--- src/rtl/fpu_pkg.sv ---
// Shared FPU format constants and types.
// Format: sign[31], exponent[30:25] biased by 31, mantissa[24:0] with hidden leading 1.
package fpu_pkg;

  localparam int unsigned EXP_W  = 6;
  localparam int unsigned MANT_W = 25;
  localparam int unsigned BIAS   = 31;

  // status_out bit positions
  localparam int unsigned ST_ZERO    = 0;
  localparam int unsigned ST_INEXACT = 1;
  localparam int unsigned ST_OVF     = 2;
  localparam int unsigned ST_NEG     = 3;

  localparam logic [31:0] INT_MAX = 32'h7FFF_FFFF;
  localparam logic [31:0] INT_MIN = 32'h8000_0000;

  typedef enum logic [1:0] {
    IDLE,
    SHIFT,
    PACK
  } f2i_state_t;

endpackage

--- src/rtl/fpu_f2i_if.sv ---
// Start/done handshake and data bus of the float-to-integer converter.
//   start      request, sampled only while busy=0
//   op_in      FPU-format operand
//   busy       converter not idle
//   done       one-cycle completion pulse
//   data_out   signed integer result
//   status_out {neg, overflow, inexact, zero}
interface fpu_f2i_if;
  logic        start;
  logic [31:0] op_in;
  logic        busy;
  logic        done;
  logic [31:0] data_out;
  logic [3:0]  status_out;

  modport master (
    output start, op_in,
    input  busy, done, data_out, status_out
  );

  modport slave (
    input  start, op_in,
    output busy, done, data_out, status_out
  );
endinterface

--- src/rtl/fpu_unpack.sv ---
// Combinational field decoder for an FPU-format word.
//   word     FPU-format operand
//   sign     sign bit
//   exp_unb  unbiased exponent, signed (-31..32)
//   sig      significand with hidden 1 restored (MANT_W fraction bits)
//   zero     exact zero (magnitude bits all clear)
module fpu_unpack
  import fpu_pkg::*;
(
  input  logic [31:0]              word,
  output logic                     sign,
  output logic signed [EXP_W:0]    exp_unb,
  output logic [MANT_W:0]          sig,
  output logic                     zero
);

  localparam logic [EXP_W:0] BiasV = (EXP_W + 1)'(BIAS);

  logic [EXP_W:0] e_ext;

  assign e_ext   = {1'b0, word[MANT_W +: EXP_W]};
  assign sign    = word[31];
  assign exp_unb = $signed(e_ext - BiasV);
  assign sig     = {1'b1, word[MANT_W-1:0]};
  assign zero    = (word[30:0] == '0);

endmodule

--- src/rtl/fpu_f2i.sv ---
// Sequential float-to-integer converter (truncate toward zero, saturate on overflow).
// A bit-serial shifter aligns the significand one position per cycle.
//   clock  rising-edge clock
//   reset  synchronous active-high reset
//   bus    slave side of fpu_f2i_if (start/op_in in; busy/done/data_out/status_out out)
module fpu_f2i
  import fpu_pkg::*;
(
  input  logic       clock,
  input  logic       reset,
  fpu_f2i_if.slave   bus
);

  localparam logic signed [EXP_W:0] EMant = (EXP_W + 1)'(MANT_W);
  localparam logic signed [EXP_W:0] ETop  = (EXP_W + 1)'(31);

  logic                  u_sign;
  logic signed [EXP_W:0] u_exp;
  logic [MANT_W:0]       u_sig;
  logic                  u_zero;

  fpu_unpack u_unpack (
    .word    (bus.op_in),
    .sign    (u_sign),
    .exp_unb (u_exp),
    .sig     (u_sig),
    .zero    (u_zero)
  );

  f2i_state_t  state_q, state_d;
  logic [31:0] mag_q, mag_d;
  logic [4:0]  cnt_q, cnt_d;
  logic        left_q, left_d;
  logic        sign_q, sign_d;
  logic        sticky_q, sticky_d;
  logic        ovf_q, ovf_d;
  logic [31:0] data_q, data_d;
  logic [3:0]  status_q, status_d;
  logic        done_q, done_d;

  logic signed [EXP_W:0] rdist, ldist;
  logic [31:0]           pack_data;
  logic [3:0]            pack_status;

  assign rdist = EMant - u_exp;
  assign ldist = u_exp - EMant;

  // Negating zero yields zero, so no separate magnitude!=0 guard is needed.
  always_comb begin
    pack_data = '0;
    if (ovf_q) begin
      pack_data = sign_q ? INT_MIN : INT_MAX;
    end else begin
      pack_data = sign_q ? -mag_q : mag_q;
    end
    pack_status             = '0;
    pack_status[ST_ZERO]    = (pack_data == '0);
    pack_status[ST_INEXACT] = sticky_q & ~ovf_q;
    pack_status[ST_OVF]     = ovf_q;
    pack_status[ST_NEG]     = pack_data[31];
  end

  always_comb begin
    state_d  = state_q;
    mag_d    = mag_q;
    cnt_d    = cnt_q;
    left_d   = left_q;
    sign_d   = sign_q;
    sticky_d = sticky_q;
    ovf_d    = ovf_q;
    data_d   = data_q;
    status_d = status_q;
    done_d   = 1'b0;

    unique case (state_q)
      IDLE: begin
        if (bus.start) begin
          sign_d   = u_sign;
          sticky_d = 1'b0;
          ovf_d    = 1'b0;
          left_d   = 1'b0;
          cnt_d    = '0;
          mag_d    = '0;
          state_d  = PACK;
          if (u_zero) begin
            // result 0, status zero only
          end else if (u_exp[EXP_W]) begin
            // |x| < 1: truncates to 0 but bits were lost
            sticky_d = 1'b1;
          end else if (u_exp > ETop ||
                       (u_exp == ETop && !(u_sign && u_sig[MANT_W-1:0] == '0))) begin
            ovf_d = 1'b1;
          end else if (u_exp == ETop) begin
            // exactly -2^31 is representable
            mag_d = INT_MIN;
          end else begin
            mag_d   = 32'(u_sig);
            state_d = SHIFT;
            if (u_exp <= EMant) begin
              cnt_d = rdist[4:0];
            end else begin
              cnt_d  = ldist[4:0];
              left_d = 1'b1;
            end
          end
        end
      end
      SHIFT: begin
        if (cnt_q != '0) begin
          if (left_q) begin
            mag_d = mag_q << 1;
          end else begin
            mag_d    = mag_q >> 1;
            sticky_d = sticky_q | mag_q[0];
          end
          cnt_d = cnt_q - 5'd1;
        end else begin
          state_d = PACK;
        end
      end
      PACK: begin
        data_d   = pack_data;
        status_d = pack_status;
        done_d   = 1'b1;
        state_d  = IDLE;
      end
      default: state_d = IDLE;
    endcase
  end

  always_ff @(posedge clock) begin
    if (reset) begin
      state_q  <= IDLE;
      mag_q    <= '0;
      cnt_q    <= '0;
      left_q   <= 1'b0;
      sign_q   <= 1'b0;
      sticky_q <= 1'b0;
      ovf_q    <= 1'b0;
      data_q   <= '0;
      status_q <= '0;
      done_q   <= 1'b0;
    end else begin
      state_q  <= state_d;
      mag_q    <= mag_d;
      cnt_q    <= cnt_d;
      left_q   <= left_d;
      sign_q   <= sign_d;
      sticky_q <= sticky_d;
      ovf_q    <= ovf_d;
      data_q   <= data_d;
      status_q <= status_d;
      done_q   <= done_d;
    end
  end

  assign bus.busy       = (state_q != IDLE);
  assign bus.done       = done_q;
  assign bus.data_out   = data_q;
  assign bus.status_out = status_q;

endmodule
--- src/flat_wrapper.sv ---
// flat-port wrapper written by rule: the top's interface ports become plain ports
module fpu_f2i_flat import fpu_pkg::*;
  (clock, reset, bus_start, bus_op_in, bus_busy, bus_done, bus_data_out, bus_status_out);
  fpu_f2i_if bus_i ();
  input  logic clock;
  input  logic reset;
  input wire logic [$bits(bus_i.start)-1:0] bus_start;
  input wire logic [$bits(bus_i.op_in)-1:0] bus_op_in;
  output wire logic [$bits(bus_i.busy)-1:0] bus_busy;
  output wire logic [$bits(bus_i.done)-1:0] bus_done;
  output wire logic [$bits(bus_i.data_out)-1:0] bus_data_out;
  output wire logic [$bits(bus_i.status_out)-1:0] bus_status_out;
  assign bus_i.start = bus_start;
  assign bus_i.op_in = bus_op_in;
  assign bus_busy = bus_i.busy;
  assign bus_done = bus_i.done;
  assign bus_data_out = bus_i.data_out;
  assign bus_status_out = bus_i.status_out;
  fpu_f2i u_core (.clock(clock), .reset(reset), .bus(bus_i));
endmodule
--- config.mk ---
export PLATFORM = sky130hd
export DESIGN_NAME = fpu_f2i_flat
export DESIGN_NICKNAME = d
export VERILOG_FILES = /design/src/rtl/fpu_pkg.sv /design/src/rtl/fpu_f2i_if.sv /design/src/rtl/fpu_unpack.sv /design/src/rtl/fpu_f2i.sv /design/src/flat_wrapper.sv
export SDC_FILE = /design/constraint.sdc
export NUM_CORES = 1
export LEC_CHECK = 0
export BUFFER_PORTS_ARGS = -buffer_cell sky130_fd_sc_hd__buf_2
export CAP_MARGIN = 25
export CORE_MARGIN = 3
export CORE_UTILIZATION = 64
export CTS_CLUSTER_SIZE = 28
export DETAILED_ROUTE_END_ITERATION = 8
export PLACE_DENSITY = 0.95
export SYNTH_ARGS = -nofsm -noshare
export SYNTH_HDL_FRONTEND = slang
export SYNTH_HIERARCHICAL = 1
export SYNTH_SLANG_ARGS = --single-unit
--- constraint.sdc ---
create_clock -name clock -period 8.3 [get_ports clock]
set_clock_uncertainty 0.2 [all_clocks]
set_input_delay 1.66 -clock clock [delete_from_list [all_inputs] [get_ports clock]]
set_output_delay 1.66 -clock clock [all_outputs]
set_load 0.05 [all_outputs]
Word-level counts from Yosys, hierarchy flattened
Cells that the tools add are included.
Storage, ports and cells
  flip-flop bits (word level): 80
  input port bits: 35
  output and inout bits: 38
  word-level logic and storage cells: 83
Operators by class
  add/sub/neg operators: 5
  order comparisons: 2
  eq/ne operators: 7
  muxes and demuxes: 41
  bitwise logic cells: 3
  reductions and logical operators: 15
Operators with widths (count)
  $mux W32: 10
  $pmux W32 S2: 1
  $mux W5: 7
  $logic_not A32 Y1: 1
  $neg A32 Y32: 1
  $logic_not A31 Y1: 1
  $logic_not A25 Y1: 1
  $mux W1: 14
  $mux W2: 6
  $pmux W5 S2: 1
  $eq A7 B6 Y1 const B: 1
  $gt A7 B6 Y1 const B: 1
  $le A7 B6 Y1 const B: 1
  $sub A6 B5 Y7 const B: 1
  $ne A2 B2 Y1 const B: 3
  $reduce_bool A5 Y1: 1
  $sub A4 B5 Y5 const A: 1
  $sub A5 B1 Y5 const B: 1
  $sub A5 B4 Y5 const B: 1
  $pmux W2 S2: 1
  $reduce_and A2 Y1: 2
  $reduce_and A4 Y1: 1
  $reduce_bool A2 Y1: 2
  $reduce_and A3 Y1: 1
  11 further kinds: 12

Logic depth before layout (Yosys ltp)
  word-level depth: 10
  depth in mapped cells: 11
  gate-level depth less buffers: 11

Hierarchy
The synthesis kept the hierarchy.
By module, submodules not included
  fpu_f2i: times used 1, cells each 691, area an instance 5317.6 µm², seq. area each 1581.5 µm²
  fpu_unpack: times used 1, cells each 50, area an instance 374.1 µm², seq. area each 0.0 µm²

Worst setup path after synthesis
OpenSTA, ideal clock, no wires.
  kind: input -> register
  start point: in bus_op_in[25]
  end point: reg u_core.cnt_q[3]
  library setup time: 70 ps
  arrival time: 4105 ps
  data required time: 8030 ps
  slack: 3925 ps
  stages on the path: 10
  buffers on the path: 1
  path through: ha_1 -> a41oi_1 -> nor4bb_1 -> a2111oi_0 -> and2_1 -> buf_2 -> inv_1 -> nor3_1 -> o21ai_1 -> a21oi_1
Between the ends
  longest elaborated chain between the ends: 9
  elaborated cells on any way between the ends: 16
  classes of those cells: add/sub: 3; order compare: 2; eq/ne: 1; mux: 7; reduce/logical: 3
Ends and longest elaborated chain
  start: declaration: RTL line flat_wrapper.sv:8  | input wire logic [$bits(bus_i.op_in)-1:0] bus_op_in;
  $sub A6 B5 Y7 (*): RTL line fpu_unpack.sv:23  | assign exp_unb = $signed(e_ext - BiasV);
  via u_core.u_exp[6]: RTL line fpu_f2i.sv:18  | logic signed [EXP_W:0] u_exp;
  $le A7 B6 Y1 / $eq A7 B6 Y1 (equally long branches): RTL line fpu_f2i.sv:99, fpu_f2i.sv:91, fpu_f2i.sv:93
  $mux W5 / $logic_and A1 B1 Y1 (equally long branches): RTL line fpu_f2i.sv:99, fpu_f2i.sv:91
  $mux W5 / $logic_or A1 B1 Y1 (equally long branches): RTL line fpu_f2i.sv:93, fpu_f2i.sv:90
  $mux W5: RTL line fpu_f2i.sv:90  | end else if (u_exp > ETop ||
  $mux W5 (*): RTL line fpu_f2i.sv:87  | end else if (u_exp[EXP_W]) begin
  $mux W5 (*): RTL line fpu_f2i.sv:85  | if (u_zero) begin
  $mux W5 (*): RTL line fpu_f2i.sv:77  | if (bus.start) begin
  $pmux W5 S2 (*): RTL line fpu_f2i.sv:75  | unique case (state_q)
  end signal: assignment: RTL line fpu_f2i.sv:146  | cnt_q <= cnt_d;
  end: declaration: RTL line fpu_f2i.sv:32  | logic [4:0] cnt_q, cnt_d;
The timed path passes the listed nets; every way through them passes the cells marked *. The select of a mux whose other input is x is not followed.
A chain may end at the register's enable or synchronous reset.

Worst setup path after layout
  start point: in bus_op_in[25]
  end point: reg u_core.mag_q[7]
Between the ends
  longest elaborated chain between the ends: 9
  elaborated cells on any way between the ends: 12
  classes of those cells: add/sub: 1; order compare: 1; eq/ne: 1; mux: 6; reduce/logical: 3
Ends and longest elaborated chain
  $sub A6 B5 Y7 (*): RTL line fpu_unpack.sv:23
  via u_core.u_exp[6]: RTL line fpu_f2i.sv:18
  branches (longest 4 deep; another with $gt A7 B6 Y1)
  $mux W32 (*): RTL line fpu_f2i.sv:87
  $mux W32 (*): RTL line fpu_f2i.sv:85
  $mux W32 (*): RTL line fpu_f2i.sv:77
  $pmux W32 S2 (*): RTL line fpu_f2i.sv:75
  end signal: assignment: RTL line fpu_f2i.sv:145  | mag_q <= mag_d;
  end: declaration: RTL line fpu_f2i.sv:31  | logic [31:0] mag_q, mag_d;
Mark *: on every way through the listed nets, which the timed path passes. The select of a mux whose other input is x is not followed.

==> impl_metrics.ini <==
[yosys]
yosys-top-cells-area = dfxtp_1 28%, nor2_1 6.3%, mux2_2 5.1%
synth.top_cell.area_share_pct = 27.8
syn_area_mm2 = 0.00569
synth_edf_count = 0
synthFlopType = dfxtp_1
synth_seq_area_share_pct = 27.8
ys_ff_latch = 79
async_flop_share_pct = 0
synth_top_area_cell = dfxtp_1
ys_types = 71
synth_fp_nets = 786
avgSynthCellArea_um2 = 7.68
ys_warn_count = 6
synthCells = 741

[route]
vias_per_cell = 6.96
wirelength_um = 16000
first_iter_violations = 897
vias = 5906
wl_per_cell_um = 18.9
antenna_left = 0
drtPass1Iterations = 7
drc = 0

[layout]
num-fill-cells = 693
post-route-util_pct = 71.6
area_growth_pct = 5.94
antennaDiodeCount = 0
drive_gt1_share_pct = 19.1
nets = 783

[clocking]
htreeDepth = 3
cts_root_buf = clkbuf_8
clkTransAtPathRegs_ps = 80
clock_sinks = 79
clk_latency_ps = 360
cts_buffers = 9
cts_setup_buffers = 0
cts_buffer_depth = 2
cts_tree = built
cts-resized-gates = 0
hold_buffers = 0

[power_and_ir_drop]
power-per-cell-area_mw_per_mm2 = 187
p_leak_nw = 2.24
ir_drop_uv = 120

[die]
io_pins = 73
chipHeight_um = 100
die_area_mm2 = 0.0101
die_w_um = 100
rows = 33
core_mm2 = 0.00842
initial_core_util_pct = 67.6

[status]
status = completed

[sta]
fin_crit_sh_pct = 54.5
finalSetupTns_ps = 0
rsz0062_at_grt = no
fin_ws_ps = 3770
fmax_mhz = 221
period_minus_slack_ps = 4530
hold_viol_final = 0
tightest_slew_ps = 1060
setup_viol_count_final = 0
slew_headroom_pct = 28.5
drv_slew = 0

[grt]
grt_max_degree = 80
grt_overflow = 0
grt_usage_pct = 31.1
grt_pass1_wl_um = 25800
antenna_found_initial = 0
grt_pass1_vias = 5214

[job]
cap_violations = 0

[place]
portBuffers = 72
dp_slack_ps = 2600
dp_hpwl_um = 10900
gp_congestion = 0.991

[critical_path]
crit_type = in2reg
r2r-start = u_core/mag_q[0]
rrSetupSlack_ps = 4830
rr_endpoint = u_core/bus.status_out[0]
cp_data_required_time_ps = 8350
crit_arrival_ps = 4580
worstPathMaxFanout = 26
cp-end-kind = flip-flop
start_kind = input pin
reg2reg_depth = 9

[worst_hold_path]
hp-class = reg2reg
min_path_cells = 2
hold_path_end = u_core/bus.data_out[27]
worstHoldStart = u_core/bus.data_out[27]
Yosys cell counts, types with 5 or more instances:
cell / number
nand4_1: 13
a21oi_1: 50
nor3_1: 53
ha_1: 10
nand2_1: 54
or3_1: 8
nor2_1: 95
a211o_1: 6
and2_1: 5
a221oi_1: 26
buf_2: 8
mux2i_1: 9
a311oi_1: 6
xnor2_1: 5
xor2_1: 10
clkbuf_1: 53
inv_1: 16
dfxtp_1: 79
mux2_2: 26
nand3_1: 17
o211ai_1: 8
a211oi_1: 27
o21ai_0: 16
nor4_1: 14
o41ai_1: 6
buf_4: 28
buf_1: 6
nand2b_1: 8
flip-flops by register name, summed over array words and instances (netlist names), 2 cells and up:
register and flops:
u_core/state_q 2, u_core/cnt_q 5, u_core/mag_q 32, u_core/bus.status_out 3
u_core/bus.data_out 32
kinds of logic after synthesis:
family / share of synthesized area, %
AND/OR/NAND/NOR: 27.4
AO/OA/AOI/OAI: 24.0
buffers and inverters: 9.54
flip-flops: 27.8
multiplexers: 6.73
XOR/XNOR: 2.31
adder cells (fa/ha/maj): 2.20
other: 0.0659
how the worst max path moves through the flow:
stage | slack [ps] | to | start | depth (start not counted)
2_1_floorplan | 3920 | u_core/cnt_q[3] | bus_op_in[25] | 10
3_3_place_gp | 2900 | u_core/cnt_q[3] | bus_op_in[25] | 10
3_5_place_dp | 2600 | u_core/cnt_q[3] | bus_op_in[25] | 10
4_1_cts | 2920 | u_core/cnt_q[3] | bus_op_in[25] | 10
5_1_grt | 3570 | u_core/mag_q[1] | bus_op_in[25] | 10
6_report | 3770 | u_core/mag_q[7] | bus_op_in[25] | 10
critical path: stages:
cell       delay, ps
buf_2            140
ha_1             240
a41oi_1          570
nor4bb_1         190
a2111oi_0        660
clkbuf_1         220
and2_1           320
buf_16           210
a221oi_1         100
a211oi_1         250
cell usage in the layout (no fill, tap or decap), types with 9 or more instances in the layout:
cell type,instances
nor2_1,94
dfxtp_1,79
buf_2,72
nand2_1,54
nor3_1,53
a21oi_1,50
a211oi_1,27
mux2_2,26
a221oi_1,26
nand3_1,17
o21ai_0,16
inv_1,16
nor4_1,14
nand4_1,13
clkbuf_8,10
xor2_1,10
ha_1,10
mux2i_1,9
power by group:
part           switching, mW  internal, mW
Clock                  0.144         0.178
Sequential            0.0471         0.405
Combinational          0.227         0.126
cell type report:
cell class	count	area, µm²	area share, %
Timing Repair Buffer	82	459	7.62
Sequential cell	79	1580	26.2
Clock inverter	5	81.3	1.35
Clock buffer	11	141	2.34
Inverter	16	60.1	0.996
Multi-Input combinational cell	550	3570	59.3
Tap cell	105	131	2.18
layer usage:
layer	track usage, %	up-vias	routed length [µm]
met3	6.25	58	1970
met1	43.4	2680	6480
li1	-	2724	-
met4	8.70	0	431
met2	48.9	444	7130
met5	0	-	0
metrics by stage:
step | std cells | instance area (µm²) | hold slack (ps) | power, mW
after floorplan | 741 | 5690 | 264 | 0.724
after global placement | 829 | 5760 | 236 | 0.783
after detailed placement | 830 | 5780 | 243 | 0.797
after CTS | 846 | 6000 | 252 | 1.12
after global routing | 848 | 6030 | 269 | 1.18
final | 848 | 6030 | 253 | 1.13
No activity file was read; power rests on OpenSTA's default activity.
